`src/rtl/bitty_fetch_seq.sv`:
```
// -----------------------------------------------------------------------------
// bitty_fetch_seq
//
// Instruction-fetch sequencer for the Bitty core. Walks PC -> memory read ->
// core execute -> PC update, with a configurable memory read latency, a
// branch-aware PC update, single-step mode, a HALT opcode, a watchdog on
// core_done and a retired-instruction counter.
//
// Ports
//   clk           in   rising-edge clock
//   reset         in   synchronous, active-high reset
//   run           in   level enable (free-run) / step trigger (step mode)
//   step_mode     in   1 = one instruction per run rising edge
//   mem_addr      out  program memory read address (always equals pc)
//   mem_rd        out  read strobe, first FETCH cycle only
//   mem_rdata     in   read data, valid MEM_LAT cycles after mem_rd
//   instr         out  latched instruction presented to the core
//   instr_valid   out  one-cycle start pulse to the core
//   core_done     in   core finished the current instruction
//   branch_taken  in   sampled together with core_done
//   branch_pc     in   branch target, sampled together with core_done
//   pc            out  current program counter
//   busy          out  sequencing an instruction (not IDLE, not HALT)
//   halted        out  in the sticky HALT state
//   err           out  HALT was caused by the core_done watchdog
//   retired       out  count of completed instructions (wraps)
// -----------------------------------------------------------------------------
module bitty_fetch_seq #(
    parameter int                 ADDR_W     = 8,
    parameter int                 INSTR_W    = 16,
    parameter int                 MEM_LAT    = 1,
    parameter logic [ADDR_W-1:0]  RESET_PC   = '0,
    parameter logic [INSTR_W-1:0] HALT_INSTR = 16'hFFFF,
    parameter int                 TIMEOUT    = 255,
    parameter int                 CNT_W      = 16
) (
    input  logic               clk,
    input  logic               reset,
    input  logic               run,
    input  logic               step_mode,
    output logic [ADDR_W-1:0]  mem_addr,
    output logic               mem_rd,
    input  logic [INSTR_W-1:0] mem_rdata,
    output logic [INSTR_W-1:0] instr,
    output logic               instr_valid,
    input  logic               core_done,
    input  logic               branch_taken,
    input  logic [ADDR_W-1:0]  branch_pc,
    output logic [ADDR_W-1:0]  pc,
    output logic               busy,
    output logic               halted,
    output logic               err,
    output logic [CNT_W-1:0]   retired
);

    typedef enum logic [2:0] {
        S_IDLE,
        S_FETCH,
        S_EXEC,
        S_WAIT,
        S_HALT
    } state_t;

    // Latency counter spans 0..MEM_LAT; the read data is captured on the
    // cycle the counter reaches MEM_LAT.
    localparam int               LAT_W    = $clog2(MEM_LAT + 1);
    localparam logic [LAT_W-1:0] LAT_LAST = LAT_W'(MEM_LAT);
    // Watchdog counts completed WAIT cycles; TIMEOUT-1 on the current cycle
    // means this is the TIMEOUT-th WAIT cycle without core_done.
    localparam int               WD_W     = $clog2(TIMEOUT + 1);
    localparam logic [WD_W-1:0]  WD_LAST  = WD_W'(TIMEOUT - 1);

    state_t               r_state;
    state_t               w_state_nxt;
    logic [LAT_W-1:0]     r_lat_cnt;
    logic [WD_W-1:0]      r_wd_cnt;
    logic [ADDR_W-1:0]    r_pc;
    logic [INSTR_W-1:0]   r_instr;
    logic [CNT_W-1:0]     r_retired;
    logic                 r_err;
    logic                 r_run_prev;

    logic                 w_fetch_done;
    logic                 w_retire;
    logic                 w_timeout;
    logic                 w_start;

    assign w_fetch_done = (r_state == S_FETCH) && (r_lat_cnt == LAT_LAST);
    assign w_retire     = (r_state == S_WAIT) && core_done;
    // core_done wins over the watchdog when both land on the same cycle.
    assign w_timeout    = (r_state == S_WAIT) && !core_done && (r_wd_cnt == WD_LAST);
    assign w_start      = step_mode ? (run && !r_run_prev) : run;

    // ------------------------------------------------------------------
    // State register
    // ------------------------------------------------------------------
    // NOTE: sequential state uses non-blocking (<=) so every register samples
    // the pre-edge values of its inputs, independent of statement order.
    always_ff @(posedge clk) begin
        if (reset) begin
            r_state <= S_IDLE;
        end else begin
            r_state <= w_state_nxt;
        end
    end

    // ------------------------------------------------------------------
    // Next state and state-decoded outputs
    // ------------------------------------------------------------------
    // NOTE: every output of this block gets a default first, so no path
    // through the case leaves a signal unassigned and no latch is inferred.
    always_comb begin
        w_state_nxt = r_state;
        mem_rd      = 1'b0;
        instr_valid = 1'b0;
        busy        = 1'b0;
        halted      = 1'b0;

        unique case (r_state)
            S_IDLE: begin
                if (w_start) begin
                    w_state_nxt = S_FETCH;
                end
            end
            S_FETCH: begin
                busy   = 1'b1;
                mem_rd = (r_lat_cnt == '0);
                if (w_fetch_done) begin
                    w_state_nxt = (mem_rdata == HALT_INSTR) ? S_HALT : S_EXEC;
                end
            end
            S_EXEC: begin
                busy        = 1'b1;
                instr_valid = 1'b1;
                w_state_nxt = S_WAIT;
            end
            S_WAIT: begin
                busy = 1'b1;
                if (w_retire) begin
                    // run falling mid-instruction lands here: finish, then IDLE.
                    w_state_nxt = (run && !step_mode) ? S_FETCH : S_IDLE;
                end else if (w_timeout) begin
                    w_state_nxt = S_HALT;
                end
            end
            S_HALT: begin
                halted = 1'b1;
            end
            default: begin
                w_state_nxt = S_IDLE;
            end
        endcase
    end

    // ------------------------------------------------------------------
    // Datapath: PC, instruction latch, counters, error flag
    // ------------------------------------------------------------------
    // NOTE: all datapath registers are reset, including instr, so the core
    // never sees stale data straight out of reset.
    always_ff @(posedge clk) begin
        if (reset) begin
            r_lat_cnt  <= '0;
            r_wd_cnt   <= '0;
            r_pc       <= RESET_PC;
            r_instr    <= '0;
            r_retired  <= '0;
            r_err      <= 1'b0;
            r_run_prev <= 1'b0;
        end else begin
            r_run_prev <= run;

            // Counter only advances inside FETCH; it is zero on FETCH entry.
            if ((r_state == S_FETCH) && !w_fetch_done) begin
                r_lat_cnt <= r_lat_cnt + 1'b1;
            end else begin
                r_lat_cnt <= '0;
            end

            if (w_fetch_done) begin
                r_instr <= mem_rdata;
            end

            // Cleared everywhere except while waiting without core_done, so
            // it starts at zero on every WAIT entry.
            if ((r_state == S_WAIT) && !core_done) begin
                r_wd_cnt <= r_wd_cnt + 1'b1;
            end else begin
                r_wd_cnt <= '0;
            end

            if (w_retire) begin
                r_pc      <= branch_taken ? branch_pc : r_pc + 1'b1;
                r_retired <= r_retired + 1'b1;
            end

            if (w_timeout) begin
                r_err <= 1'b1;
            end
        end
    end

    assign mem_addr = r_pc;
    assign pc       = r_pc;
    assign instr    = r_instr;
    assign retired  = r_retired;
    assign err      = r_err;

endmodule

```
`config.mk`:
```
export PLATFORM = sky130hd
export DESIGN_NAME = bitty_fetch_seq
export DESIGN_NICKNAME = d
export VERILOG_FILES = /design/src/rtl/bitty_fetch_seq.sv
export SDC_FILE = /design/constraint.sdc
export NUM_CORES = 1
export LEC_CHECK = 0
export ABC_CLOCK_PERIOD_IN_PS = 3600
export CAP_MARGIN = 20
export CORE_UTILIZATION = 28
export DETAILED_ROUTE_END_ITERATION = 10
export SETUP_SLACK_MARGIN = 0.05
export SYNTH_ARGS = -nofsm -noshare
export SYNTH_HDL_FRONTEND = slang
export SYNTH_SLANG_ARGS = --single-unit
```
`constraint.sdc`:
```
create_clock -name clk -period 3.6 [get_ports clk]
set_clock_uncertainty 0.2 [all_clocks]
set_input_delay 1.08 -clock clk [delete_from_list [all_inputs] [get_ports clk]]
set_output_delay 1.08 -clock clk [all_outputs]
set_load 0.01 [all_outputs]
```
; ---- Word-level counts from Yosys, hierarchy flattened
; Index checks and enable logic that the tools add are counted.
[op_classes]
n_mul = 0
shift = 0
mux = 13
order_cmp = 0
reduce_logical = 16
n_div = 0
n_eq_ne = 9
bitwise_logic = 4
add_sub_neg = 4
[op_table]
columns = operator, count
row1 = "adder 16 x 1 -> 16 bit, second input constant", 1
row2 = "adder 8 x 1 -> 8 bit, second input constant", 2
row3 = "== test 16 bit, second input constant", 1
row4 = two-way mux 3 bit, 5
row5 = one-hot mux 3 bit (5 select lines), 1
row6 = "== test 8 bit, second input constant", 1
row7 = two-way mux 8 bit, 1
row8 = logical AND 1 bit, 7
row9 = "== test 3 x 2 -> 1 bit, second input constant", 2
row10 = two-way mux 1 bit, 6
row11 = zero test 1 bit, 4
row12 = "!= test 2 bit, second input constant", 2
row13 = NOT 1 bit, 4
row14 = AND reduction 4 bit, 1
row15 = OR reduction 2 bit, 2
row16 = "== test 3 x 1 -> 1 bit, second input constant", 1
row17 = "== test 3 bit, second input constant", 1
row18 = zero test 3 bit, 1
row19 = "!= test 3 bit, second input constant", 1
row20 = OR reduction 3 bit, 1
row21 = "adder 1 bit, second input constant", 1
[word_totals]
mem_bits_rw = 0
ff_bits = 54
latchBits = 0
n_memories = 0
mem_bits_ro = 0
elab_cells = 54
output_inout_bits = 53

; ---- Depth between registers and ports, before layout
[logic_depth]
word_depth = 6
depth_mapped = 6
ltp_nobuf = 6

; ---- Worst setup path after synthesis
; No wires, ideal clock.
[synth_timing]
path_type = reg2out
start = register r_state[2]
end = output mem_rd
stages_incl_launch_ff = 3
slack_ps = 1240
arrival_ps = 1080
n_path_buf = 1
t_required_ps = 2320
path_cell_list = dfxtp_1 -> buf_6 -> nor4b_1
[synth_via]
elab_chain_cells = 2
[synth_rtl]
columns = item, line_no
row1 = "start, declared", 73  ; state_t r_state;
row2 = "start signal, assigned", 103  ; r_state <= w_state_nxt;
row3 = == test 3 x 1 -> 1 bit, 119  ; unique case (r_state)
row4 = two-way mux 1 bit, 119
row5 = "end, declared", 42  ; output logic mem_rd,
; No other way between the ends.

; ---- Worst setup path after layout
[layout_timing]
start = register r_state[0]
end = output mem_rd
; Same word-level chain as after synthesis.

==> results.md <==
* WHS Path Cells at 2
* Hold Vio Cnt, Final at 0
* First-pass GRT wire length at around 9400 um
* Cell taking the most area after synthesis: dfxtp_1
* Final HPWL DP at 4317 um
* Root Driver: clkbuf_8
* Min Clock Period, post-route at 3290 ps
* Initial Util at approximately 30%
* Switching pwr at between 0.0002 and 0.0003 W
* Die area at 9224 um^2
* Postcts setup bufs at 0
* Ports at 83
* Final wirelength at 5876 um
* Vias per cell at 4.767
* Clk sinks at 54
* Worst slew pin tran at 632.9 ps
* HP Class: flop to flop
* Fin crit share at 91.40%
* Layout cells sized above 1 at between 4 and 5%
* Synth top area share at 43.66%
* Gr usage total at 12.93%
* Clk slew on worst S/H paths at 100 ps
* Site Rows at 33
* Worst Path Required at 2320 ps
* TNS Setup at 0 ps
* Worst Path Arrival at 2010 ps
* Post-synth EDFFs at 0
* Status: complete, no violations
* Max Slew Vio Count at 0
* DRT Pass-1 Iters at 4
* Htree depth at 2
* Critical R2R Capture: mem_addr[7]
* Placed Cells incl. Taps at 465
* Vias in the first global route at 2014
* Hold buffers post-CTS at 0
* Final instance count without filler cells at 473
* Max-capacitance violation count at 0
* Max VDD drop at 0.0001516 V
* Gpl congestion at 0.7479
* Synth Flop Type: dfxtp_1
* Total global routing overflow at 0
* Fmax at between 300 and 400 MHz
* R2R setup slack at 1700 ps
* Area grow syn2layout at 39.36%
* Critical path type: flop to output pin
* Final-stage net count at 401
* Critical Path End Type: output pin
* Synth Warn # at 0
* Clock buffer depth at 2
* Synth Register Bits at 54
* R2R cell count at 4
* CTS tree: yes
* Netlist cell types at 49
* Worst setup SP type: flop
* Die Wd at 96.04 um
* Part of the power in combinational logic at a little under an eighth
* Worst setup startpoint: r_state[0]
* TritonCTS buffer count at 5
* Leak at 1.166 nW
* Vias post-DR at 2255
* Final setup vio count at 0
* Core area at 8382 um^2
* PD cells at between 300 and 400 nW/um^2
* Largest net degree at the start of global routing at 25
* RSZ-0062 raised after global routing: false
* Switching share of power at a little over a fifth
* Slew Limit Headroom at 57.21%
* CP max FO at 9
* Drt wl/cell at 12.42 um
* Clock power frac at approximately 39%
* Critical R2R Launch: mem_addr[3]
* Hold slack at about 260 ps
* Cells after Synth at 298
* Initial antenna violation count at 0
* Sequential element share of the synthesized area at 43.66%
* Mean Syn Cell Area at a little over 8 um^2
* Mapped Area at 2476 um^2
* Final ANT Viol Nets at 0
* Worst hold endpoint: instr[15]
* DRC Markers at 0
* HP Start: instr[15]
* Sequential group share of total power at 49.3%
* Post-synth ARST share at 0%
* CTS resizes at 0
* Top cells by area, synth: dfxtp_1 44%, nand2_1 7.4%, a21oi_1 6.7%, nor2_1 3.9%, o21ai_0 2.6%
* Ant diodes at 0
* P_int at around 0.00099 W
* Die H at 96.04 um
* PortBufs at 82
* Clk_lat worst skew at ~300 ps
* Syn nets at between 300 and 400
* DRT iter0 DRCs at 104
## layer usage
metal	share of wire [%]	track usage [%]
met3	5.1	3.160
met4	0.66	2.612
met2	46	20.92
met5	0	0
met1	48	17.42
## stage by stage
| step | area (um^2) | power, W | setup WS [ps] | utilization [%] |
|---|---|---|---|---|
| floorplan | 2476 | 0.0007089 | 1240 | - |
| global placement | 3308 | 0.0007894 | 659.8 | 39.47 |
| global route | 3451 | 0.001332 | 107.3 | 41.17 |
| detailed placement | 3308 | 0.0007912 | 604.3 | 39.47 |
| finish | 3451 | 0.001267 | 309.6 | 41.17 |
| CTS | 3451 | 0.001291 | 252.5 | 41.17 |
## power groups by stage
stage / clock, W / sequential, W / combinational [W]
floorplan: 0 / 0.000639 / 0.0000695
global placement: 0 / 0.000639 / 0.000151
detailed placement: 0 / 0.000640 / 0.000152
CTS: 0.000513 / 0.000626 / 0.000152
global route: 0.000537 / 0.000628 / 0.000166
finish: 0.000492 / 0.000625 / 0.000150
## cells in the mapped netlist (all sizes together), types with 3 or more instances
library cell / n
nand3: 11
a21oi: 33
or3: 9
nand4: 11
ha: 4
nor2b: 4
clkbuf: 9
xnor2: 6
inv: 3
nand2b: 3
nor2: 26
dfxtp: 54
nor3b: 3
xor2: 7
buf: 14
and3: 7
nand2: 49
o21ai: 13
## cell usage in the layout, fill, tap and decap left out, types with 3 or more instances in the layout
cell	instances
o21ai_0	13
buf_4	3
xor2_1	7
nand4_1	10
clkdlybuf4s50_1	81
xnor2_1	6
inv_1	3
or3_1	9
clkbuf_8	6
nand2b_1	3
nand2_1	49
nand3_1	11
a21oi_1	33
and3_1	7
dfxtp_1	54
ha_1	4
nor2b_1	4
nor2_1	26
## worst max path at each step
stage                   to  slack (ps)  depth (start not counted)
finish              mem_rd         310                          2
floorplan           mem_rd        1240                          2
global placement    mem_rd         660                          2
detailed placement  mem_rd         600                          2
global route        mem_rd         110                          2
CTS                 mem_rd         250                          2
## cell families after synthesis
group / after synthesis / synth area share [%]
AO/OA/AOI/OAI: 64 / 15.11
XOR/XNOR: 13 / 4.598
adder cells (fa/ha/maj): 4 / 2.021
buffers and inverters: 26 / 6.013
flip-flops: 54 / 43.66
multiplexers: 1 / 0.4043
AND/OR/NAND/NOR: 136 / 28.20
## sequential cells by signal (all words and copies together), names as in the netlist
| name | flops |
|---|---|
| retired | 16 |
| mem_addr | 8 |
| err | 1 |
| instr | 16 |
| r_state | 3 |
| r_lat_cnt | 1 |
| r_wd_cnt | 8 |
| r_run_prev | 1 |
## area by class of cell
cell class              count  area (um^2)
repair buffers             85        838.3
fillers                   845         4931
clock buffers               6        82.58
multi-input cells         218         1246
flip-flops and latches     54         1081
well taps                 105        131.4
inverters                   3        11.26
clock inverters             2        60.06
## critical path, stage by stage, from the launching register on
cell	delay, ps
dfxtp_1	460
nor4b_1	570
clkdlybuf4s50_1	680
(Power assumes the default switching activity.)
